`src/rtl/otter_pipe_ctrl_pkg.sv`:
```
`default_nettype none
// ============================================================================
//  Module      : otter_pipe_ctrl_pkg
//  Description : Shared types and constants for the OTTER pipeline hazard
//                controller (opcodes, instruction layout, forwarding selects,
//                controller states, PC-source encodings).
//  Revision    : 1.0 - initial release
// ============================================================================
package otter_pipe_ctrl_pkg;

   typedef enum logic [6:0] {
      OP_LUI    = 7'b0110111,
      OP_AUIPC  = 7'b0010111,
      OP_JAL    = 7'b1101111,
      OP_JALR   = 7'b1100111,
      OP_BRANCH = 7'b1100011,
      OP_LOAD   = 7'b0000011,
      OP_STORE  = 7'b0100011,
      OP_IMM    = 7'b0010011,
      OP_REG    = 7'b0110011,
      OP_SYS    = 7'b1110011
   } opcode_t;

   typedef struct packed {
      logic [6:0] funct7;
      logic [4:0] rs2;
      logic [4:0] rs1;
      logic [2:0] funct3;
      logic [4:0] rd;
      opcode_t    opcode;
   } instr_t;

   // EX operand source: register file, MEM-stage ALU result, WB write data
   typedef enum logic [1:0] {
      FWD_RF  = 2'd0,
      FWD_MEM = 2'd1,
      FWD_WB  = 2'd2
   } fwd_sel_t;

   typedef enum logic [2:0] {
      ST_RUN       = 3'd0,
      ST_LD_STALL  = 3'd1,
      ST_BR_FLUSH  = 3'd2,
      ST_INT_DRAIN = 3'd3,
      ST_INT_REDIR = 3'd4
   } pctl_state_t;

   // PC mux encodings understood by the PC module
   localparam logic [2:0] PCSEL_SEQ    = 3'd0;
   localparam logic [2:0] PCSEL_JALR   = 3'd1;
   localparam logic [2:0] PCSEL_BRANCH = 3'd2;
   localparam logic [2:0] PCSEL_JAL    = 3'd3;
   localparam logic [2:0] PCSEL_TRAP   = 3'd4;

   // Counter wide enough to hold the larger sequence length with headroom
   function automatic int cnt_width(input int a, input int b);
      int m;
      m = (a > b) ? a : b;
      return $clog2(m) + 1;
   endfunction

endpackage
`default_nettype wire

```
`src/rtl/otter_pipe_ctrl_if.sv`:
```
`default_nettype none
// ============================================================================
//  Module      : otter_pipe_ctrl_if
//  Description : Stage-status inputs and control outputs of the hazard
//                controller. The controller uses the slave view; the core
//                (stage registers, PC module) uses the master view.
//  Revision    : 1.0 - initial release
// ============================================================================
interface otter_pipe_ctrl_if #(
   parameter int PCSEL_W = 3
);
   import otter_pipe_ctrl_pkg::*;

   logic [4:0]         de_rs1_addr;
   logic               de_rs1_used;
   logic [4:0]         de_rs2_addr;
   logic               de_rs2_used;
   logic [31:0]        de_pc;
   logic [4:0]         ex_rd_addr;
   logic               ex_regWrite;
   logic               ex_memRead2;
   logic [4:0]         ex_rs1_addr;
   logic [4:0]         ex_rs2_addr;
   logic [4:0]         mem_rd_addr;
   logic               mem_regWrite;
   logic [4:0]         wb_rd_addr;
   logic               wb_regWrite;
   logic [PCSEL_W-1:0] ex_pc_sel;
   logic               intr;
   logic               mie;

   logic               pc_write;
   logic               if_flush;
   logic               de_flush;
   logic [PCSEL_W-1:0] pc_source;
   fwd_sel_t           fwd_a_sel;
   fwd_sel_t           fwd_b_sel;
   logic               int_taken;
   logic [31:0]        mepc;

   modport slave (
      input  de_rs1_addr, de_rs1_used, de_rs2_addr, de_rs2_used, de_pc,
      input  ex_rd_addr, ex_regWrite, ex_memRead2, ex_rs1_addr, ex_rs2_addr,
      input  mem_rd_addr, mem_regWrite, wb_rd_addr, wb_regWrite,
      input  ex_pc_sel, intr, mie,
      output pc_write, if_flush, de_flush, pc_source,
      output fwd_a_sel, fwd_b_sel, int_taken, mepc
   );

   modport master (
      output de_rs1_addr, de_rs1_used, de_rs2_addr, de_rs2_used, de_pc,
      output ex_rd_addr, ex_regWrite, ex_memRead2, ex_rs1_addr, ex_rs2_addr,
      output mem_rd_addr, mem_regWrite, wb_rd_addr, wb_regWrite,
      output ex_pc_sel, intr, mie,
      input  pc_write, if_flush, de_flush, pc_source,
      input  fwd_a_sel, fwd_b_sel, int_taken, mepc
   );

endinterface
`default_nettype wire

```
`src/rtl/otter_pipe_ctrl_fwd_unit.sv`:
```
`default_nettype none
// ============================================================================
//  Module      : otter_pipe_ctrl_fwd_unit
//  Description : Operand forwarding select for one EX source register.
//                The younger MEM result wins over WB; x0 never forwards.
//  Revision    : 1.0 - initial release
// ============================================================================
module otter_pipe_ctrl_fwd_unit
   import otter_pipe_ctrl_pkg::*;
(
   input  wire [4:0] i_ex_rs,
   input  wire [4:0] i_mem_rd,
   input  wire       i_mem_regwrite,
   input  wire [4:0] i_wb_rd,
   input  wire       i_wb_regwrite,
   output fwd_sel_t  o_sel
);

   // Pick the most recent producer of i_ex_rs still in flight
   always_comb begin
      o_sel = FWD_RF;
      if (i_mem_regwrite && (i_mem_rd != 5'd0) && (i_mem_rd == i_ex_rs)) begin
         o_sel = FWD_MEM;
      end else if (i_wb_regwrite && (i_wb_rd != 5'd0) && (i_wb_rd == i_ex_rs)) begin
         o_sel = FWD_WB;
      end
   end

endmodule
`default_nettype wire

```
`src/rtl/otter_pipe_ctrl.sv`:
```
`default_nettype none
// ============================================================================
//  Module      : otter_pipe_ctrl
//  Description : Hazard controller for the 5-stage OTTER core. Sequences
//                load-use stalls, redirect flushes and interrupt entry, and
//                drives the forwarding selects for both EX operands.
//  Revision    : 1.0 - initial release
// ============================================================================
module otter_pipe_ctrl
   import otter_pipe_ctrl_pkg::*;
#(
   parameter int                 FLUSH_CYCLES = 2,
   parameter int                 DRAIN_CYCLES = 3,
   parameter int                 PCSEL_W      = 3,
   parameter logic [PCSEL_W-1:0] PCSEL_MTVEC  = PCSEL_W'(PCSEL_TRAP)
)(
   input wire               CLK,
   input wire               RESET,
   otter_pipe_ctrl_if.slave bus
);

   localparam int                    CNT_W         = cnt_width(FLUSH_CYCLES, DRAIN_CYCLES);
   localparam logic [CNT_W-1:0]      c_flush_load  = CNT_W'(FLUSH_CYCLES - 1);
   localparam logic [CNT_W-1:0]      c_drain_load  = CNT_W'(DRAIN_CYCLES - 1);
   localparam logic [CNT_W-1:0]      c_cnt_one     = CNT_W'(1);
   // A one-cycle sequence is fully covered by its entry cycle
   localparam pctl_state_t           c_flush_next  = (FLUSH_CYCLES > 1) ? ST_BR_FLUSH  : ST_RUN;
   localparam pctl_state_t           c_drain_next  = (DRAIN_CYCLES > 1) ? ST_INT_DRAIN : ST_INT_REDIR;

   pctl_state_t        r_state;
   pctl_state_t        w_state_nxt;
   logic [CNT_W-1:0]   r_cnt;
   logic [CNT_W-1:0]   w_cnt_nxt;
   logic [CNT_W-1:0]   w_cnt_dec;
   logic [31:0]        r_mepc;
   logic [31:0]        w_mepc_nxt;
   logic               w_load_use;
   logic               w_pc_write;
   logic               w_if_flush;
   logic               w_de_flush;
   logic [PCSEL_W-1:0] w_pc_source;
   logic               w_int_taken;
   fwd_sel_t           w_fwd_a;
   fwd_sel_t           w_fwd_b;

   otter_pipe_ctrl_fwd_unit u_fwd_a (
      .i_ex_rs        (bus.ex_rs1_addr),
      .i_mem_rd       (bus.mem_rd_addr),
      .i_mem_regwrite (bus.mem_regWrite),
      .i_wb_rd        (bus.wb_rd_addr),
      .i_wb_regwrite  (bus.wb_regWrite),
      .o_sel          (w_fwd_a)
   );

   otter_pipe_ctrl_fwd_unit u_fwd_b (
      .i_ex_rs        (bus.ex_rs2_addr),
      .i_mem_rd       (bus.mem_rd_addr),
      .i_mem_regwrite (bus.mem_regWrite),
      .i_wb_rd        (bus.wb_rd_addr),
      .i_wb_regwrite  (bus.wb_regWrite),
      .o_sel          (w_fwd_b)
   );

   // A load in EX whose destination is read by the instruction behind it
   assign w_load_use = bus.ex_memRead2 && bus.ex_regWrite && (bus.ex_rd_addr != 5'd0) &&
                       ((bus.de_rs1_used && (bus.de_rs1_addr == bus.ex_rd_addr)) ||
                        (bus.de_rs2_used && (bus.de_rs2_addr == bus.ex_rd_addr)));

   assign w_cnt_dec = r_cnt - c_cnt_one;

   // State, sequence counter and captured return PC
   always_ff @(posedge CLK or posedge RESET) begin
      if (RESET) begin
         r_state <= ST_RUN;
         r_cnt   <= '0;
         r_mepc  <= '0;
      end else begin
         r_state <= w_state_nxt;
         r_cnt   <= w_cnt_nxt;
         r_mepc  <= w_mepc_nxt;
      end
   end

   // Next state and per-cycle pipeline controls; reset forces idle controls
   always_comb begin
      w_state_nxt = r_state;
      w_cnt_nxt   = r_cnt;
      w_mepc_nxt  = r_mepc;
      w_pc_write  = 1'b1;
      w_if_flush  = 1'b0;
      w_de_flush  = 1'b0;
      w_pc_source = '0;
      w_int_taken = 1'b0;
      if (!RESET) begin
         case (r_state)
            ST_RUN: begin
               if (bus.ex_pc_sel != '0) begin
                  w_pc_source = bus.ex_pc_sel;
                  w_if_flush  = 1'b1;
                  w_de_flush  = 1'b1;
                  w_cnt_nxt   = c_flush_load;
                  w_state_nxt = c_flush_next;
               end else if (w_load_use) begin
                  w_pc_write  = 1'b0;
                  w_de_flush  = 1'b1;
                  w_state_nxt = ST_LD_STALL;
               end else if (bus.intr && bus.mie) begin
                  w_mepc_nxt  = bus.de_pc;
                  w_pc_write  = 1'b0;
                  w_de_flush  = 1'b1;
                  w_cnt_nxt   = c_drain_load;
                  w_state_nxt = c_drain_next;
               end
            end
            ST_LD_STALL: begin
               // bubble already in EX; hazard is gone, resume
               w_state_nxt = ST_RUN;
            end
            ST_BR_FLUSH: begin
               w_if_flush = 1'b1;
               w_de_flush = 1'b1;
               w_cnt_nxt  = w_cnt_dec;
               if (w_cnt_dec == '0) begin
                  w_state_nxt = ST_RUN;
               end
            end
            ST_INT_DRAIN: begin
               w_pc_write = 1'b0;
               w_de_flush = 1'b1;
               w_cnt_nxt  = w_cnt_dec;
               if (w_cnt_dec == '0) begin
                  w_state_nxt = ST_INT_REDIR;
               end
            end
            ST_INT_REDIR: begin
               w_pc_source = PCSEL_MTVEC;
               w_int_taken = 1'b1;
               w_if_flush  = 1'b1;
               w_de_flush  = 1'b1;
               w_cnt_nxt   = c_flush_load;
               w_state_nxt = c_flush_next;
            end
            default: begin
               w_state_nxt = ST_RUN;
               w_cnt_nxt   = '0;
            end
         endcase
      end
   end

   assign bus.pc_write  = w_pc_write;
   assign bus.if_flush  = w_if_flush;
   assign bus.de_flush  = w_de_flush;
   assign bus.pc_source = w_pc_source;
   assign bus.int_taken = w_int_taken;
   assign bus.mepc      = r_mepc;
   assign bus.fwd_a_sel = RESET ? FWD_RF : w_fwd_a;
   assign bus.fwd_b_sel = RESET ? FWD_RF : w_fwd_b;

endmodule
`default_nettype wire
```
`src/flat_wrapper.sv`:
```
// flat-port wrapper written by rule: the top's interface ports become plain ports
module otter_pipe_ctrl_flat import otter_pipe_ctrl_pkg::*;
#(
   parameter int                 FLUSH_CYCLES = 2,
   parameter int                 DRAIN_CYCLES = 3,
   parameter int                 PCSEL_W      = 3,
   parameter logic [PCSEL_W-1:0] PCSEL_MTVEC  = PCSEL_W'(PCSEL_TRAP)
)
  (CLK, RESET, bus_de_rs1_addr, bus_de_rs1_used, bus_de_rs2_addr, bus_de_rs2_used, bus_de_pc, bus_ex_rd_addr, bus_ex_regWrite, bus_ex_memRead2, bus_ex_rs1_addr, bus_ex_rs2_addr, bus_mem_rd_addr, bus_mem_regWrite, bus_wb_rd_addr, bus_wb_regWrite, bus_ex_pc_sel, bus_intr, bus_mie, bus_pc_write, bus_if_flush, bus_de_flush, bus_pc_source, bus_fwd_a_sel, bus_fwd_b_sel, bus_int_taken, bus_mepc);
  otter_pipe_ctrl_if #(.PCSEL_W(PCSEL_W)) bus_i ();
  input wire CLK;
  input wire RESET;
  input wire logic [$bits(bus_i.de_rs1_addr)-1:0] bus_de_rs1_addr;
  input wire logic [$bits(bus_i.de_rs1_used)-1:0] bus_de_rs1_used;
  input wire logic [$bits(bus_i.de_rs2_addr)-1:0] bus_de_rs2_addr;
  input wire logic [$bits(bus_i.de_rs2_used)-1:0] bus_de_rs2_used;
  input wire logic [$bits(bus_i.de_pc)-1:0] bus_de_pc;
  input wire logic [$bits(bus_i.ex_rd_addr)-1:0] bus_ex_rd_addr;
  input wire logic [$bits(bus_i.ex_regWrite)-1:0] bus_ex_regWrite;
  input wire logic [$bits(bus_i.ex_memRead2)-1:0] bus_ex_memRead2;
  input wire logic [$bits(bus_i.ex_rs1_addr)-1:0] bus_ex_rs1_addr;
  input wire logic [$bits(bus_i.ex_rs2_addr)-1:0] bus_ex_rs2_addr;
  input wire logic [$bits(bus_i.mem_rd_addr)-1:0] bus_mem_rd_addr;
  input wire logic [$bits(bus_i.mem_regWrite)-1:0] bus_mem_regWrite;
  input wire logic [$bits(bus_i.wb_rd_addr)-1:0] bus_wb_rd_addr;
  input wire logic [$bits(bus_i.wb_regWrite)-1:0] bus_wb_regWrite;
  input wire logic [$bits(bus_i.ex_pc_sel)-1:0] bus_ex_pc_sel;
  input wire logic [$bits(bus_i.intr)-1:0] bus_intr;
  input wire logic [$bits(bus_i.mie)-1:0] bus_mie;
  output wire logic [$bits(bus_i.pc_write)-1:0] bus_pc_write;
  output wire logic [$bits(bus_i.if_flush)-1:0] bus_if_flush;
  output wire logic [$bits(bus_i.de_flush)-1:0] bus_de_flush;
  output wire logic [$bits(bus_i.pc_source)-1:0] bus_pc_source;
  output wire logic [$bits(bus_i.fwd_a_sel)-1:0] bus_fwd_a_sel;
  output wire logic [$bits(bus_i.fwd_b_sel)-1:0] bus_fwd_b_sel;
  output wire logic [$bits(bus_i.int_taken)-1:0] bus_int_taken;
  output wire logic [$bits(bus_i.mepc)-1:0] bus_mepc;
  assign bus_i.de_rs1_addr = bus_de_rs1_addr;
  assign bus_i.de_rs1_used = bus_de_rs1_used;
  assign bus_i.de_rs2_addr = bus_de_rs2_addr;
  assign bus_i.de_rs2_used = bus_de_rs2_used;
  assign bus_i.de_pc = bus_de_pc;
  assign bus_i.ex_rd_addr = bus_ex_rd_addr;
  assign bus_i.ex_regWrite = bus_ex_regWrite;
  assign bus_i.ex_memRead2 = bus_ex_memRead2;
  assign bus_i.ex_rs1_addr = bus_ex_rs1_addr;
  assign bus_i.ex_rs2_addr = bus_ex_rs2_addr;
  assign bus_i.mem_rd_addr = bus_mem_rd_addr;
  assign bus_i.mem_regWrite = bus_mem_regWrite;
  assign bus_i.wb_rd_addr = bus_wb_rd_addr;
  assign bus_i.wb_regWrite = bus_wb_regWrite;
  assign bus_i.ex_pc_sel = bus_ex_pc_sel;
  assign bus_i.intr = bus_intr;
  assign bus_i.mie = bus_mie;
  assign bus_pc_write = bus_i.pc_write;
  assign bus_if_flush = bus_i.if_flush;
  assign bus_de_flush = bus_i.de_flush;
  assign bus_pc_source = bus_i.pc_source;
  assign bus_fwd_a_sel = bus_i.fwd_a_sel;
  assign bus_fwd_b_sel = bus_i.fwd_b_sel;
  assign bus_int_taken = bus_i.int_taken;
  assign bus_mepc = bus_i.mepc;
  otter_pipe_ctrl #(.FLUSH_CYCLES(FLUSH_CYCLES), .DRAIN_CYCLES(DRAIN_CYCLES), .PCSEL_W(PCSEL_W), .PCSEL_MTVEC(PCSEL_MTVEC)) u_core (.CLK(CLK), .RESET(RESET), .bus(bus_i));
endmodule
```
`config.mk`:
```
export PLATFORM = sky130hd
export DESIGN_NAME = otter_pipe_ctrl_flat
export DESIGN_NICKNAME = d
export VERILOG_FILES = /design/src/rtl/otter_pipe_ctrl_pkg.sv /design/src/rtl/otter_pipe_ctrl_if.sv /design/src/rtl/otter_pipe_ctrl_fwd_unit.sv /design/src/rtl/otter_pipe_ctrl.sv /design/src/flat_wrapper.sv
export SDC_FILE = /design/constraint.sdc
export NUM_CORES = 1
export LEC_CHECK = 0
export ABC_AREA = 1
export CELL_PAD_IN_SITES_DETAIL_PLACEMENT = 0
export CELL_PAD_IN_SITES_GLOBAL_PLACEMENT = 2
export CORE_UTILIZATION = 19
export CTS_CLUSTER_SIZE = 28
export DETAILED_ROUTE_END_ITERATION = 12
export PLACE_DENSITY = 0.82
export SLEW_MARGIN = 15
export SYNTH_ARGS = -nofsm -noshare
export SYNTH_HDL_FRONTEND = slang
export SYNTH_SLANG_ARGS = --single-unit
```
`constraint.sdc`:
```
create_clock -name CLK -period 1.4 [get_ports CLK]
set_input_delay 0.28 -clock CLK [delete_from_list [all_inputs] [get_ports CLK]]
set_output_delay 0.28 -clock CLK [all_outputs]
set_load 0.005 [all_outputs]
```
==> impl_metrics.json <==
{
  "ir_worst_vdd_mv": 0.495,
  "cellLeakagePower_nw": 2.65,
  "viasPerCell": 3.97,
  "setup_viol": 49,
  "setup_ws_ns": -0.343,
  "startpoint_type": "flip-flop",
  "hold_slack_ns": 0.481,
  "power_density_nw_per_um2": 1120,
  "fin_tns_setup_ns": -8.48,
  "grt_pass1_vias": 2930,
  "avgSynthCellArea_um2": 7.72,
  "seq_area_frac_synth_pct": 38.6,
  "synth_nets": 401,
  "grt_first_pass_wirelength_mm": 13.4,
  "holdBufCountCts": 0,
  "cp_max_fo": 4,
  "slew_violations": 0,
  "fin_nets": 612,
  "drtIter0Drc": 74,
  "async_flop_share_pct": 100,
  "path_clk_slew_ns": 0.06,
  "fillers": 1299,
  "grt_overflow_total": 0,
  "synth.area.top_cells": "dfrtp_1 39%, o21ai_2 11%, nand2_1 11%, inv_1 9.6%, xnor2_1 3.2%",
  "finalClockSkew_ns": 0.00137,
  "fmax_ghz": 0.574,
  "finalCriticalPeriod_ns": 1.74,
  "cp-end-kind": "output pin",
  "placed_area_um2": 4200,
  "synth_edf_count": 0,
  "violations": "negative setup slack",
  "power_w": 0.00568,
  "n_antenna_cell": 0,
  "grt_max_degree": 39,
  "postRouteAntennaNets": 0,
  "cap_violations": 0,
  "start_util_pct": 19.5,
  "synth_cells": 319,
  "crit_arrival_ns": 1.46,
  "final_area_um2": 5070,
  "synth_top_area_share_pct": 38.6,
  "syn_area_um2": 2460,
  "wl_per_cell_um": 11.8,
  "gp_congestion": 0.805,
  "die_w_um": 116,
  "port-buffer-count": 122,
  "vias": 2787,
  "min_path_cells": 2,
  "die_area_um2": 13400,
  "drt_wl_total_mm": 8.26,
  "die_h_um": 116,
  "ys.flop_type": "dfrtp_1",
  "grt_usage_pct": 12.6,
  "period_share_pct": 124,
  "io-pin-count": 123,
  "cts_tree": "built",
  "rsz0062_at_grt": "true",
  "final_hold_viol_count": 0,
  "worstMarginPinSlew_ns": 0.504,
  "cts_buffers": 5,
  "drt_first_pass_iters": 4,
  "clock-sinks": 38,
  "area_delta_synth_final_pct": 106,
  "synth_top_area_cell": "dfrtp_1",
  "ys_ff_latch": 38,
  "min_path_type": "reg -> reg",
  "htree_levels": 2,
  "fp-row-count": 41,
  "clock_path_buffers": 2,
  "worst-setup-path-type": "reg -> out",
  "yosysUniqueCellTypes": 29,
  "outcome": "complete, but fails checks",
  "cp.required_ns": 1.12,
  "drive_above_1_share_pct": 50.8,
  "clkLatencyLatePin_ns": 0.27,
  "placeableCoreArea_um2": 12600,
  "cts-root-buf": "clkbuf_16",
  "drc": 0,
  "maxSlewHeadroom_pct": 66.4,
  "antenna_found_initial": 0,
  "r2r_cells": 10,
  "dp_hpwl_mm": 5.66,
  "yosysWarningCount": 0
}
-- cell usage in the layout, fill, tap and decap left out, types with 6 or more instances in the layout --
cell and count:
buf_12 6, buf_2 20, buf_4 68, buf_6 16
clkbuf_16 6, clkbuf_2 10, clkdlybuf4s50_1 36, dfrtp_1 38
dlygate4sd2_1 44, inv_1 48, inv_2 16, nand2_1 41
nand2_2 18, nand2_4 25, nand3_2 9, nor2_1 13
nor2_4 6, o21ai_2 34
-- metrics by stage --
| step | instances | worst slack [ns] | util (%) |
|---|---|---|---|
| global route | 702 | -0.400 | 40.2 |
| finish | 702 | -0.343 | 40.2 |
| global placement | 651 | -0.975 | 33.2 |
| floorplan | 319 | 0.0210 | - |
| detailed placement | 651 | -1.03 | 33.2 |
| CTS | 698 | -0.319 | 38.9 |
-- cell type report --
class	instances	area (um^2)	area share [%]
clock buffer	6	139	2.74
tap	172	215	4.24
multi-input combinational	206	1600	31.6
inverter	68	270	5.33
timing repair buffer	211	1860	36.8
sequential	38	951	18.7
clock inverter	1	30.0	0.592
-- logic make-up after synthesis --
logic type | after synthesis | synth area share (%)
simple gates | 133 | 24.1
xor+xnor | 14 | 4.98
flops | 38 | 38.6
fa+ha+maj | 2 | 1.02
compound gates | 57 | 17.5
buf+inv | 75 | 13.8
-- per-layer routing --
layer | part of all wire, % | vias up | GRT usage [%]
li1 | - | 1406 | -
met1 | 42 | 1296 | 15.3
met2 | 50 | 81 | 22.1
met3 | 7.3 | 4 | 3.77
met4 | 0.46 | 0 | 2.82
met5 | 0 | - | 0
-- repair_timing --
item | CTS | global route
pin swaps | 58 | 45
endpoints found under the hold margin | 0 | 0
gates cloned | 3 | 1
gates resized for setup | 281 | 77
setup buffers | 42 | 10
setup endpoints to repair | 81 | 49
-- final timing paths --
kind	slack [ns]	from	end
worst min-delay path	0.48	u_core.bus.mepc[19]	u_core.bus.mepc[19]
min in group asynchronous	0.66	RESET	u_core.r_cnt[1]
worst min register to register	0.48	u_core.bus.mepc[19]	u_core.bus.mepc[19]
worst max-delay path	-0.34	u_core.r_state[2]	bus_de_flush
worst max register to register	-0.23	u_core.r_state[2]	u_core.bus.mepc[11]
max in group asynchronous	0.39	RESET	u_core.bus.mepc[29]
-- synthesized netlist by cell type, types with 5 or more instances --
cell / count
dfrtp_1: 38
o21ai_2: 32
o21ai_0: 9
xor2_1: 5
nand2_2: 11
inv_1: 63
xnor2_1: 9
nand3_1: 14
inv_2: 5
buf_6: 5
nor2_1: 20
a21oi_1: 9
nand2_1: 73
-- registers in the layout, indices dropped and copies added (netlist names) --
register	cells
u_core.r_cnt	3
u_core.r_state	3
u_core.bus.mepc	32
-- power by group --
part | leakage [nW] | total (W) | internal (W) | switching (W)
clock | 0.0829 | 0.00131 | 0.000879 | 0.000431
combinational | 2.07 | 0.00270 | 0.00152 | 0.00119
sequential | 0.503 | 0.00166 | 0.00142 | 0.000246
-- worst max-delay path, cell delays in order (launching register included) --
cell and delay, ns:
dfrtp_1 0.39, buf_6 0.14, nor2_4 0.16, inv_2 0.08, nor2_4 0.13, buf_4 0.11, a21oi_1 0.05, buf_2 0.13
No activity file was read; power rests on OpenSTA's default activity.
